**src/rtl/dispatch_queue.sv**
```systemverilog
// dispatch_queue
//   Circular FIFO between decode and rename/dispatch. Accepts decoded
//   instructions over a valid/ready handshake, presents them in order,
//   and drops every held entry on a flush (jump/redirect).
//
//   Optional feature: define DISPATCH_QUEUE_BYPASS_EN to pass an incoming
//   entry straight to the output when the queue is empty (zero-cycle latency).
//
//   Parameters:
//     DEPTH               number of entries (power of two, >= 2)
//     INSTRUCTION_DECODED payload type of one decoded instruction
//   Ports:
//     clk            core clock, rising edge
//     reset          asynchronous, active-high reset
//     flush          synchronous discard of all entries
//     instruction_i  decoded instruction from decode
//     valid_i        instruction_i is valid
//     ready_i        queue accepts instruction_i this cycle
//     instruction_o  head entry to rename/dispatch
//     valid_o        instruction_o is valid
//     ready_o        downstream consumes instruction_o this cycle
//     count          number of held entries
module dispatch_queue #(
    parameter int unsigned DEPTH = 8,
    parameter type INSTRUCTION_DECODED = logic [31:0]
) (
    input  logic                           clk,
    input  logic                           reset,
    input  logic                           flush,
    input  INSTRUCTION_DECODED             instruction_i,
    input  logic                           valid_i,
    output logic                           ready_i,
    output INSTRUCTION_DECODED             instruction_o,
    output logic                           valid_o,
    input  logic                           ready_o,
    output logic [$clog2(DEPTH+1)-1:0]     count
);

    localparam int unsigned PW = $clog2(DEPTH);
    localparam int unsigned CW = $clog2(DEPTH + 1);
    localparam logic [CW-1:0] FULL = CW'(DEPTH);

    INSTRUCTION_DECODED mem [DEPTH];
    logic [PW-1:0]      wr_ptr;
    logic [PW-1:0]      rd_ptr;

    logic empty;
    logic full;
    logic bypass;
    logic push;
    logic pop;
    logic store;
    logic advance;

    always_comb begin
        empty   = (count == '0);
        full    = (count == FULL);
        // Full is judged from the registered count only, so a pop in the
        // same cycle never opens a slot for a push.
        ready_i = !full && !reset;
`ifdef DISPATCH_QUEUE_BYPASS_EN
        bypass        = empty && valid_i && !flush && !reset;
        valid_o       = !empty || bypass;
        instruction_o = empty ? instruction_i : mem[rd_ptr];
`else
        bypass        = 1'b0;
        valid_o       = !empty;
        instruction_o = mem[rd_ptr];
`endif
        push    = valid_i && ready_i;
        pop     = valid_o && ready_o;
        // A bypassed entry that is consumed immediately never touches storage.
        store   = push && !(bypass && ready_o);
        advance = pop && !(bypass && ready_o);
    end

    always_ff @(posedge clk or posedge reset) begin
        if (reset) begin
            wr_ptr <= '0;
            rd_ptr <= '0;
            count  <= '0;
        end else if (flush) begin
            wr_ptr <= '0;
            rd_ptr <= '0;
            count  <= '0;
        end else begin
            if (store) begin
                wr_ptr <= wr_ptr + PW'(1);
            end
            if (advance) begin
                rd_ptr <= rd_ptr + PW'(1);
            end
            case ({store, advance})
                2'b10:   count <= count + CW'(1);
                2'b01:   count <= count - CW'(1);
                default: count <= count;
            endcase
        end
    end

    // Storage is deliberately not reset.
    always_ff @(posedge clk) begin
        if (store && !flush) begin
            mem[wr_ptr] <= instruction_i;
        end
    end

endmodule
```
**config.mk**
```make
export PLATFORM = sky130hd
export DESIGN_NAME = dispatch_queue
export DESIGN_NICKNAME = d
export VERILOG_FILES = /design/src/rtl/dispatch_queue.sv
export SDC_FILE = /design/constraint.sdc
export NUM_CORES = 1
export LEC_CHECK = 0
export ABC_AREA = 1
export BUFFER_PORTS_ARGS = -buffer_cell sky130_fd_sc_hd__buf_2
export CAP_MARGIN = 0
export CORE_MARGIN = 1.5
export CORE_UTILIZATION = 30
export DETAILED_ROUTE_END_ITERATION = 7
export HOLD_SLACK_MARGIN = 0.03
export SETUP_SLACK_MARGIN = 0.4
export SYNTH_ARGS = -nofsm -noshare
export SYNTH_HDL_FRONTEND = slang
export SYNTH_SLANG_ARGS = --single-unit
```
**constraint.sdc**
```tcl
create_clock -name clk -period 7.45 [get_ports clk]
set_clock_uncertainty 0.15 [all_clocks]
set_input_delay 0.745 -clock clk [delete_from_list [all_inputs] [get_ports clk]]
set_output_delay 0.745 -clock clk [all_outputs]
set_load 0.03 [all_outputs]
```
* Yosys cells after proc, flatten, opt, wreduce, memory -nomap -nowiden
Memories as Yosys holds them, arrays and structs flattened.
Cells that the tools add are included.
** Storage, ports and cells
- Bits in registers :: 10
- Input port bits :: 37
- Memories kept :: 1
- Output and inout bits :: 38
- Memory bits (writable) :: 256
** Memories
- mem :: depth 8, width 32, rd ports 1, clocked after memory_dff 0, write ports 1, line 43 : INSTRUCTION_DECODED mem [DEPTH];
** Operators by class
- Mux-type cells :: 8
- $add $sub $neg :: 4
- Reduce and logical (&&, ||, !) cells :: 12
- Equal/unequal tests :: 3
** Operators by type and width (count)
- two-way mux 3 bit :: 4
- case mux 4 bit (2 select lines) :: 1
- adder 3 x 1 -> 3 bit, second input constant :: 2
- adder 4 x 1 -> 4 bit, second input constant :: 1
- equality test 4 bit, second input constant :: 1
- logical AND 1 bit :: 4
- zero test 1 bit :: 4
- zero test 4 bit :: 1
- two-way mux 4 bit :: 1
- nonzero test 2 bit :: 2
- subtractor 4 x 1 -> 4 bit, second input constant :: 1
- nonzero test 3 bit :: 1
- equality test 2 x 1 -> 1 bit, second input constant :: 1
- equality test 2 bit, second input constant :: 1
- two-way mux 1 bit :: 2

* Depth between registers and ports, before layout
- Depth in word-level cells :: 7
- Gate-level depth with buffers :: 14
- Mapped depth without buffers :: 14

* Worst setup path after synthesis
Ideal clock, no wire load.
- Kind :: input -> register
- Start :: input reset
- End :: memory mem[0][0] in the netlist's numbering (enable)
- Path buffers :: 0
- Cell stages on the path :: 5
- Arrival :: 2.826 ns
- Path slack :: 4.053 ns
- Cell sequence :: inv_1 > nand3_4 > nor2_1 > nand2_1 > nor2_1
** On the way
- Longest elaborated chain between the ends :: 6
** Ends and longest elaborated chain
- from (decl) :: line 28 : input logic reset,
- zero test 1 bit (no source line)
- logical AND 1 bit :: line 60 : ready_i = !full && !reset;
- logical AND 1 bit :: line 70 : push = valid_i && ready_i;
- logical AND 1 bit :: line 103 : if (store && !flush) begin
- two-way mux 1 bit :: line 103
- two-way mux 1 bit (not written as such) :: line 104 : mem[wr_ptr] <= instruction_i;
- to (decl) :: line 43
Every way passes these cells.

==> results.toml <==
[worst_setup_path]
crit_path_end_kind = "output port"
cp_top_family = "buffers and inverters"
path_class = "flop to output port"
worstPathArrival_ns = 3.77
critPathBufInv = 3
cp.depth = 7
crit_path_max_incr_delay_ns = 0.98
cp_max_fo = 79
path_cells = "clkinv_2 > buf_4 > o21ai_0 > o22ai_1 > nor2_1 > a31oi_1 > buf_2"
cp_slowest_cell = "clkinv_2"
critPathLaunchType = "flop"
r2r_cells = 8
cp_data_required_time_ns = 6.55

[final_layout]
final_nets = 929
diodes = 0
drive_gt1_share_pct = 16.0
syn_to_final_growth_pct = 15.9
finalNonFillerCells = 1361
fin_area_um2 = 12200

[sta]
grt_setup_unrepaired = "no"
min_period_over_period_pct = 62.6
final_hold_viol_count = 0
finalSetupViolations = 0
fmax_mhz = 214
maxSlewHeadroom_pct = 33.6
slew_viol_final = 0
setup_tns_ns = 0
fin_crit_ns = 4.67
tightest_slew_ns = 0.994

[power_and_ir_drop]
p_per_area_nw_per_um2 = 312
power_switching_share_pct = 31.4
cellLeakagePower_nw = 4.13
pwr-share-clk_pct = 32.2
combPwrFrac_pct = 22.5
ir_worst_vdd_uv = 141
internal-power_mw = 2.60
switching_power_mw = 1.19
p_seq_share_pct = 45.4

[clock_network]
htree_levels = 1
path_clk_slew_ns = 0.06
clock_path_buffers = 3
cts_root_buffer = "clkbuf_16"
cts.sinks = 266
cts_tree = "built"
clock_latency_ns = 0.51
cts_setup_buffers = 0
ctsResizeCount = 0
ctsHoldBuffers = 0
numCtsBuffers = 25

[placed_design]
globalplace.congestion = 0.732
place_hpwl_mm = 12.6
dp_cells = 1316
postPlaceCellArea_um2 = 11400
io_buffers = 74

[drt]
ant_nets = 0
num_vias = 6410
wl_per_cell_um = 17.3
dr.first_iter.drc_count = 452
routed_wl_mm = 23.5
via_per_inst = 4.71
drtPass1Iterations = 6
drc_errors = 0

[worst_hold_path]
hp-class = "input port to asynchronous set/reset pin"

[yosys]
syn_inst = 823
ys_ff_latch = 266
synth_area_leaders = "edfxtp_1, nor2_1, o21ai_0"
synth_area_um2 = 10500
synth_fp_nets = 864
yosysTopAreaCell = "edfxtp_1"
ys_warn_count = 0
postSynthAreaPerCell_um2 = 12.8
seq_area_frac_synth_pct = 75.6
synth_top_area_share_pct = 73.2
synth_cell_type_count = 27

[floorplanning]
die_area_um2 = 36100
initial_core_util_pct = 30.5
die_h_um = 190
ioPinCount = 75
die_w_um = 190
rows = 68
core-area_um2 = 34500

[global_routing]
antenna_found_initial = 3
grt-ovfl-total = 0
first_global_vias = 6076
grtUsageTotal_pct = 12.8
grt_pass1_wl_mm = 35.9
grt_max_degree = 80

[status]
status = "finished clean"

[flow_run]
maxCapViolations = 0
==> logic make-up (layout without fill, tap and decap cells) <==
logic type | after synthesis | count (layout) | synth area share, %
and+or+nand+nor | 279 | 279 | 10.4
buffers and inverters | 69 | 152 | 2.78
xor gates and xnor gates | 1 | 1 | 0.0835
DFF | 266 | 266 | 75.6
AOI/OAI and AO/OA | 204 | 204 | 10.7
adders and majority gates | 4 | 4 | 0.477
==> path summary, 6_finish.rpt <==
| check | startpoint | endpoint | slack, ns |
|---|---|---|---|
| setup reg to reg | count[3]$_DFFE_PP0P_ | mem[0][4]$_DFFE_PP_ | 4.60 |
| hold reg to reg | count[3]$_DFFE_PP0P_ | count[3]$_DFFE_PP0P_ | 0.43 |
| min in group clk | instruction_i[12] | mem[1][12]$_DFFE_PP_ | 0.34 |
| max in group asynchronous | reset | rd_ptr[0]$_DFFE_PP0P_ | 6.65 |
| setup / recovery | rd_ptr[0]$_DFFE_PP0P_ | instruction_o[10] | 2.78 |
| hold / removal | reset | count[3]$_DFFE_PP0P_ | 0.11 |
==> synthesized netlist by cell type, drive strengths merged <==
cell / count
or2: 1
nor2: 240
buf: 18
nand3: 8
a31oi: 32
dfrtp: 10
xnor2: 1
inv: 20
a21oi: 4
o21ai: 135
nand4: 1
nand2: 29
o22ai: 32
o21a: 1
ha: 4
clkbuf: 31
edfxtp: 256
==> cells in the final DEF (no fill, tap or decap), types with 2 or more instances in the layout <==
master     Yosys  final
clkinv_2       0      4
bufinv_16      0      2
a21oi_1        3      3
dfrtp_1       10      8
nand2_2        2      2
nor2_2         4      4
clkinv_1       0      3
nand3_1        7      7
clkbuf_16      0     25
buf_4          4     13
buf_2         13     74
inv_2          2      3
a31oi_1       32     32
o21ai_0      133    133
inv_1         18     16
nor2_4         0      8
ha_1           4      4
nor2_1       236    228
edfxtp_1     256    256
o22ai_1       32     32
nand2_1       27     27
clkbuf_1      30      8
==> state kept, by name (all words and copies together), names as in the netlist <==
| name | count |
|---|---|
| count | 4 |
| wr_ptr | 3 |
| mem | 256 |
| rd_ptr | 3 |
==> layout make-up <==
cell class	instances	area [um^2]
inverter	20	76.3
timing repair buffer	87	468
clock inverter	11	111
sequential	266	7940
fill	3357	22300
multi-input combinational	488	2330
clock buffer	34	669
tap	455	569
==> worst reg2reg max path, cell delays in order (launching register included) <==
cell and delay (ns):
dfrtp_1 0.43, inv_1 0.10, nor2_1 0.07, nand2_2 0.08
nand3_4 0.10, nor2_1 0.21, nand2_1 0.28, nor2_4 0.67
buf_4 0.43
==> metrics by stage <==
stage	util (%)	power [mW]	hold slack, ns	setup slack (ns)
after CTS	35.3	3.83	0.107	2.74
after floorplan	-	2.37	0.399	4.05
after global routing	35.3	3.96	0.139	2.40
after global placement	33.0	2.60	0.405	3.31
final	35.3	3.79	0.112	2.78
after detailed placement	33.0	2.62	0.413	3.29
==> power by group through the flow <==
stage / logic [mW] / registers [mW] / clock network (mW)
2_1_floorplan: 0.639 / 1.73 / 0
4_1_cts: 0.866 / 1.72 / 1.25
6_report: 0.852 / 1.72 / 1.22
5_1_grt: 0.944 / 1.73 / 1.29
3_5_place_dp: 0.864 / 1.75 / 0
3_3_place_gp: 0.849 / 1.75 / 0
==> layer usage <==
metal  up-vias  GRT usage (%)  routed length (um)
li1       3099              -                   -
met1      3151           16.9               10600
met2       121           22.0               11600
met3        37           1.84                 873
met4         2           3.60                 468
met5         -              0                  11
No activity file was read; power rests on OpenSTA's default activity.
